## config.mk

```make
export PLATFORM = sky130hd
export DESIGN_NAME = conv_window_feeder_flat
export DESIGN_NICKNAME = d
export VERILOG_FILES = /design/src/rtl/conv_pkg.sv /design/src/rtl/conv_window_feeder_if.sv /design/src/rtl/conv_line_buffer.sv /design/src/rtl/conv_window_feeder.sv /design/src/flat_wrapper.sv
export SDC_FILE = /design/constraint.sdc
export NUM_CORES = 1
export LEC_CHECK = 0
export ABC_AREA = 1
export BUFFER_PORTS_ARGS = -buffer_cell sky130_fd_sc_hd__buf_2
export CORE_AREA = 3 3 190 146
export CTS_BUF_LIST = sky130_fd_sc_hd__clkbuf_8
export DETAILED_ROUTE_END_ITERATION = 12
export DIE_AREA = 0 0 193 149
export GPL_TIMING_DRIVEN = 0
export RECOVER_POWER = 100
export SLEW_MARGIN = 10
export SYNTH_ARGS = -nofsm -noshare
export SYNTH_HDL_FRONTEND = slang
export SYNTH_SLANG_ARGS = --single-unit
```

## constraint.sdc

```tcl
create_clock -name clk -period 2.4 [get_ports clk]
set_clock_uncertainty 0.05 [all_clocks]
set_input_delay 0.48 -clock clk [delete_from_list [all_inputs] [get_ports clk]]
set_output_delay 0.48 -clock clk [all_outputs]
set_load 0.02 [all_outputs]
```

## src/rtl/conv_pkg.sv

```systemverilog
// Shared types and constants for the convolution window feeder slice.
package conv_pkg;

   localparam int unsigned PIX_W     = 4;
   localparam int unsigned CONV_W    = 10;
   localparam int unsigned DEF_IMG_W = 16;

   typedef logic [PIX_W-1:0]  pixel_t;
   typedef logic [CONV_W-1:0] conv_t;
   typedef pixel_t [2:0][2:0] window_t;

   typedef enum logic [1:0] {
      FILL = 2'd0,
      CALC = 2'd1,
      HOLD = 2'd2
   } feeder_state_t;

endpackage

```

## src/rtl/conv_window_feeder_if.sv

```systemverilog
// Pixel stream, convolution request and result port of the window feeder.
interface conv_window_feeder_if;
   import conv_pkg::*;

   logic    frame_start;
   logic    pix_valid;
   pixel_t  pix_data;
   logic    pix_ready;
   window_t pixels;
   logic    calc_enable;
   logic    calc_done;
   conv_t   conv;
   logic    res_valid;
   conv_t   res_data;
   logic    res_ready;

   modport master (
      input  frame_start, pix_valid, pix_data, calc_done, conv, res_ready,
      output pix_ready, pixels, calc_enable, res_valid, res_data
   );

   modport slave (
      output frame_start, pix_valid, pix_data, calc_done, conv, res_ready,
      input  pix_ready, pixels, calc_enable, res_valid, res_data
   );

endinterface

```

## src/rtl/conv_line_buffer.sv

```systemverilog
// Two one-row pixel delay lines indexed by column; reads return the pre-write value.
module conv_line_buffer
   import conv_pkg::*;
#(
   parameter int unsigned IMG_W = DEF_IMG_W,
   parameter int unsigned COL_W = (IMG_W > 1) ? $clog2(IMG_W) : 1
) (
   input  logic             clk,
   input  logic             n_rst,
   input  logic             wr_en_i,
   input  logic [COL_W-1:0] addr_i,
   input  pixel_t           wdata_i,
   output pixel_t           rd0_c_o,
   output pixel_t           rd1_c_o
);

   pixel_t lb0_q [IMG_W];
   pixel_t lb1_q [IMG_W];

   assign rd0_c_o = lb0_q[addr_i];
   assign rd1_c_o = lb1_q[addr_i];

   // lb0 holds the row two above the incoming pixel, lb1 the row directly above
   always_ff @(posedge clk or negedge n_rst) begin
      if (!n_rst) begin
         for (int unsigned i = 0; i < IMG_W; i++) begin
            lb0_q[i] <= '0;
            lb1_q[i] <= '0;
         end
      end else if (wr_en_i) begin
         lb0_q[addr_i] <= lb1_q[addr_i];
         lb1_q[addr_i] <= wdata_i;
      end
   end

endmodule

```

## src/rtl/conv_window_feeder.sv

```systemverilog
// Forms 3x3 windows from a raster pixel stream, requests a convolution, returns the result.
// FEEDER_CLAMP_EN: saturate the captured result to 255.
module conv_window_feeder
   import conv_pkg::*;
#(
   parameter int unsigned IMG_W = DEF_IMG_W
) (
   input logic                  clk,
   input logic                  n_rst,
   conv_window_feeder_if.master fdr_if
);

   localparam int unsigned COL_W = (IMG_W > 1) ? $clog2(IMG_W) : 1;
   localparam int unsigned ROW_W = 2;

   feeder_state_t    state_q, state_d;
   logic [ROW_W-1:0] row_q, row_d, row_eff;
   logic [COL_W-1:0] col_q, col_d, col_eff;
   window_t          win_q, win_d;
   conv_t            res_q, res_d, conv_sel;
   logic             pix_ready_q, calc_enable_q, res_valid_q;
   logic             acc;
   pixel_t           lb0_rd, lb1_rd;

   // frame_start restarts counting with the pixel offered in the same cycle
   assign acc     = fdr_if.pix_valid & (fdr_if.frame_start | (state_q == FILL));
   assign col_eff = fdr_if.frame_start ? '0 : col_q;
   assign row_eff = fdr_if.frame_start ? '0 : row_q;

`ifdef FEEDER_CLAMP_EN
   assign conv_sel = (fdr_if.conv > CONV_W'(255)) ? CONV_W'(255) : fdr_if.conv;
`else
   assign conv_sel = fdr_if.conv;
`endif

   conv_line_buffer #(
      .IMG_W (IMG_W),
      .COL_W (COL_W)
   ) u_line_buffer (
      .clk     (clk),
      .n_rst   (n_rst),
      .wr_en_i (acc),
      .addr_i  (col_eff),
      .wdata_i (fdr_if.pix_data),
      .rd0_c_o (lb0_rd),
      .rd1_c_o (lb1_rd)
   );

   always_comb begin
      state_d = state_q;
      row_d   = row_eff;
      col_d   = col_eff;
      win_d   = win_q;
      res_d   = res_q;

      unique case (state_q)
         FILL: ;
         CALC: if (fdr_if.calc_done && !fdr_if.frame_start) begin
            res_d   = conv_sel;
            state_d = HOLD;
         end
         HOLD: if (fdr_if.res_ready) state_d = FILL;
         default: state_d = FILL;
      endcase

      if (acc) begin
         for (int r = 0; r < 3; r++) begin
            win_d[r][0] = win_q[r][1];
            win_d[r][1] = win_q[r][2];
         end
         win_d[0][2] = lb0_rd;
         win_d[1][2] = lb1_rd;
         win_d[2][2] = fdr_if.pix_data;

         if (col_eff == COL_W'(IMG_W - 1)) begin
            col_d = '0;
            if (row_eff != ROW_W'(2)) row_d = row_eff + ROW_W'(1);
         end else begin
            col_d = col_eff + COL_W'(1);
         end

         // windows never straddle a row wrap: only cols 2..IMG_W-1 of row>=2 complete one
         if (row_eff == ROW_W'(2) && col_eff >= COL_W'(2)) state_d = CALC;
      end

      if (fdr_if.frame_start) state_d = FILL;
   end

   always_ff @(posedge clk or negedge n_rst) begin
      if (!n_rst) begin
         state_q       <= FILL;
         row_q         <= '0;
         col_q         <= '0;
         win_q         <= '0;
         res_q         <= '0;
         pix_ready_q   <= 1'b1;
         calc_enable_q <= 1'b0;
         res_valid_q   <= 1'b0;
      end else begin
         state_q       <= state_d;
         row_q         <= row_d;
         col_q         <= col_d;
         win_q         <= win_d;
         res_q         <= res_d;
         pix_ready_q   <= (state_d == FILL);
         calc_enable_q <= (state_d == CALC);
         res_valid_q   <= (state_d == HOLD);
      end
   end

   assign fdr_if.pix_ready   = pix_ready_q;
   assign fdr_if.pixels      = win_q;
   assign fdr_if.calc_enable = calc_enable_q;
   assign fdr_if.res_valid   = res_valid_q;
   assign fdr_if.res_data    = res_q;

endmodule

```

## src/flat_wrapper.sv

```systemverilog
// flat-port wrapper written by rule: the top's interface ports become plain ports
module conv_window_feeder_flat import conv_pkg::*;
#(
   parameter int unsigned IMG_W = DEF_IMG_W
)
  (clk, n_rst, fdr_if_frame_start, fdr_if_pix_valid, fdr_if_pix_data, fdr_if_calc_done, fdr_if_conv, fdr_if_res_ready, fdr_if_pix_ready, fdr_if_pixels, fdr_if_calc_enable, fdr_if_res_valid, fdr_if_res_data);
  conv_window_feeder_if fdr_if_i ();
  input logic clk;
  input logic n_rst;
  input wire logic [$bits(fdr_if_i.frame_start)-1:0] fdr_if_frame_start;
  input wire logic [$bits(fdr_if_i.pix_valid)-1:0] fdr_if_pix_valid;
  input wire logic [$bits(fdr_if_i.pix_data)-1:0] fdr_if_pix_data;
  input wire logic [$bits(fdr_if_i.calc_done)-1:0] fdr_if_calc_done;
  input wire logic [$bits(fdr_if_i.conv)-1:0] fdr_if_conv;
  input wire logic [$bits(fdr_if_i.res_ready)-1:0] fdr_if_res_ready;
  output wire logic [$bits(fdr_if_i.pix_ready)-1:0] fdr_if_pix_ready;
  output wire logic [$bits(fdr_if_i.pixels)-1:0] fdr_if_pixels;
  output wire logic [$bits(fdr_if_i.calc_enable)-1:0] fdr_if_calc_enable;
  output wire logic [$bits(fdr_if_i.res_valid)-1:0] fdr_if_res_valid;
  output wire logic [$bits(fdr_if_i.res_data)-1:0] fdr_if_res_data;
  assign fdr_if_i.frame_start = fdr_if_frame_start;
  assign fdr_if_i.pix_valid = fdr_if_pix_valid;
  assign fdr_if_i.pix_data = fdr_if_pix_data;
  assign fdr_if_i.calc_done = fdr_if_calc_done;
  assign fdr_if_i.conv = fdr_if_conv;
  assign fdr_if_i.res_ready = fdr_if_res_ready;
  assign fdr_if_pix_ready = fdr_if_i.pix_ready;
  assign fdr_if_pixels = fdr_if_i.pixels;
  assign fdr_if_calc_enable = fdr_if_i.calc_enable;
  assign fdr_if_res_valid = fdr_if_i.res_valid;
  assign fdr_if_res_data = fdr_if_i.res_data;
  conv_window_feeder #(.IMG_W(IMG_W)) u_core (.clk(clk), .n_rst(n_rst), .fdr_if(fdr_if_i));
endmodule
```

==> impl_results.md <==
- Max Slew Vio Count: 0
- GRT Resource Usage Total: a little under a fifth
- Dominant register cell in the synthesized netlist: dfrtp_1
- Chip height: ~150 um
- Die footprint: roughly 29000 um2
- Syn Nets: roughly 1100
- Count of input and output buffers: 66
- Yosys top cell by area: dfrtp_1
- # DRC: 0
- Status: completed
- Endpoints failing hold: 0
- Register area share after synthesis: between 50% and 60%
- Boundary pin count: 69
- Tightest Pin Transition: 0.842 ns
- Mean Syn Cell Area: around 8 um2
- Initial antenna violation count: 0
- Total grt overflow: 0
- Fill cells: 2826
- Top cells by count, synth: nand2_1 (464), dfrtp_1 (184), inv_1 (85)
- Flops & latches, synth: around 190
- Critical Path Max Stage Delay: around 0.54 ns
- Fmax: between 400 and 500 MHz
- Synth async-reset ratio: 100%
- Worst-Skew Late Latency: roughly 0.48 ns
- First-pass GRT wire length: between 40 and 50 mm
- RePlAce Congestion: approximately 0.84
- Final WS setup: around 0.09 ns
- NumNets Final: approximately 1200
- Vias per cell: 4.87
- Post-synth EDFFs: 0
- Yosys cell types: 34
- Vias: 7533
- Largest net degree at the start of global routing: 77
- Crit-path cells: buf_6, inv_12, buf_6, clkbuf_1, nand3_1, nand3_1, nand2_1, nand2_1, nand2_1, buf_6, o21ai_0, nand2_1
- Max IR drop VDD: roughly 0.00044 V
- Post-DRT Antenna Nets: 0
- Fraction of layout cells with a size suffix above 1: between 10% and 20%
- Clock buffer count from CTS: 17
- WP data required: about 2.7 ns
- Crit end category: register
- Area grow syn2layout: 11.8%
- DP HPWL: between 15 and 20 mm
- Synth warn: 0
- CTS sink count: roughly 190
- Leakage power: 5.18 nW
- Core Area: roughly 26000 um2
- Yosys top cell area share: ~50%
- Crit path DAT: between 2 and 3 ns
- RSZ-0062 raised after global routing: no
- HP Class: primary input to register
- WHS: between 0.1 and 0.15 ns
- CTS tree: done
- Drt pass-1 iters: 6
- CP most frequent cell: nand2_1
- Slew HR: approximately 44%
- Die Wd: 193 um
- Final setup vio count: 0
- Pre-CTS setup slack: -0.184 ns
- Largest cells by area after synthesis: dfrtp_1 (51%), nand2_1 (19%), nand3_1 (4.1%), o21ai_0 (3.8%), inv_1 (3.5%)
- Crit share post-route: between 90% and 100%
- Drt wl/cell: between 15 and 20 um
- Area of the mapped netlist: ~9000 um2
- Initial drt markers: around 730
- CP bufs+invs: 5
- Critical path's top delay family: buffers and inverters
- Critical path peak fanout: 10
- WL final: 25.7 mm
- CP Class: primary input to register
- Crit path time final: 2.31 ns
- Final Power: ~0.0076 W
- Clk slew on worst S/H paths: about 0.1 ns
- Maximum root-to-sink buffer count: 2
- Rows: slightly above 50
- Vias in the first global route: ~7500
- Initial core utilization: a little over a third
- Power Density: approximately 750 nW/um2
- # diodes: 0
- R2R Setup Slk: about 0.1 ns
- CTS H-Tree Depth: 4
- Startpoint Class: primary input
- Cell with the most instances after synthesis: nand2_1
- Max-Cap Viols: 0
- Crit-path slowest cell: clkbuf_1
- CTS root buf: clkbuf_8
- Post-Syn Instances: between 1000 and 1500
## power breakdown
part / internal [W] / total, W / switching [W]
Clock: 0.000922 / 0.00212 / 0.00119
Combinational: 0.000535 / 0.00168 / 0.00115
Sequential: 0.00354 / 0.00378 / 0.000238
## timing repair
action                     4_1_cts  5_1_grt
hold buffers                     1        0
hold endpoints to repair        47        0
buffers inserted                 1        1
resized for setup                2        4
setup endpoints to repair        6       32
pin swaps                        1        1
## logic make-up (layout without fill, tap and decap cells)
logic type                 Yosys count  in the layout  share of synthesized area (%)
adders and majority gates            3              3                          0.415
xor gates and xnor gates             1              1                         0.0968
DFF                                185            185                           51.2
buffers and inverters              155            257                           9.19
and+or+nand+nor                    602            602                           29.1
muxes                               10             10                           1.25
AOI/OAI and AO/OA                  146            146                           8.76
## routing by layer
| layer | routed length (um) | global-route usage, % | vias to the layer above | share of wire [%] |
|---|---|---|---|---|
| li1 | - | - | 3625 | - |
| met1 | 12600 | 29.4 | 3649 | 49 |
| met2 | 10800 | 27.1 | 244 | 42 |
| met3 | 2030 | 4.72 | 15 | 7.9 |
| met4 | 247 | 3.98 | 0 | 0.96 |
| met5 | 0 | 0 | - | 0 |
## flip-flops by register name, indices dropped and copies added, names as in the netlist
signal,count
u_core.state_q,2
u_core.col_q,4
u_core.fdr_if.pixels,36
u_core.fdr_if.res_valid,1
u_core.u_line_buffer.lb0_q,64
u_core.fdr_if.res_data,10
u_core.row_q,2
u_core.u_line_buffer.lb1_q,64
u_core.fdr_if.calc_enable,1
u_core.fdr_if.pix_ready,1
## final cells by class
cell class	instances	area (um2)	area share (%)
clock buffer	17	234	2.31
tap	344	430	4.25
multi-input combinational	762	3520	34.8
clock inverter	15	154	1.52
sequential	185	4630	45.8
timing repair buffer	71	339	3.35
buffer	55	419	4.14
inverter	99	389	3.85
## per-stage QoR
step           utilization [%]  area [um2]  instances  TNS, ns
6_report                  39.0       10100       1548        0
5_1_grt                   39.0       10100       1548        0
4_1_cts                   39.7       10300       1548        0
3_5_place_dp              38.1        9870       1514    -4.31
3_3_place_gp              37.8        9810       1512  -441.05
2_1_floorplan                -        9040       1102        0
## worst paths after layout
path | endpoint | cells after the start | startpoint
min | u_core.fdr_if.res_valid$_DFF_PN0_ | 2 | fdr_if_res_ready
max in group asynchronous | u_core.u_line_buffer.lb0_q[50]$_DFFE_PN0P_ | 4 | n_rst
max reg2reg | u_core.u_line_buffer.lb1_q[60]$_DFFE_PN0P_ | 10 | u_core.col_q[1]$_DFF_PN0_
max | u_core.u_line_buffer.lb0_q[42]$_DFFE_PN0P_ | 12 | fdr_if_frame_start
min reg2reg | u_core.u_line_buffer.lb0_q[56]$_DFFE_PN0P_ | 2 | u_core.u_line_buffer.lb0_q[56]$_DFFE_PN0P_
min in group asynchronous | u_core.u_line_buffer.lb1_q[9]$_DFFE_PN0P_ | 2 | n_rst
## cells in the final DEF (no fill, tap or decap), types with 4 or more instances in the layout
master,Yosys,layout
inv_2,11,8
dfrtp_1,184,184
mux2_2,10,10
clkbuf_1,8,64
nand2_2,10,7
nor2_1,21,24
nand2_1,464,468
clkinvlp_4,0,6
nor2_4,5,6
buf_6,23,22
buf_4,5,6
clkbuf_8,0,17
o21ai_1,56,40
nand3_1,75,75
inv_1,85,88
o21ai_2,13,10
o21ai_0,69,88
clkbuf_2,0,8
a21oi_1,4,4
buf_2,19,21
No activity file was read; power rests on OpenSTA's default activity.
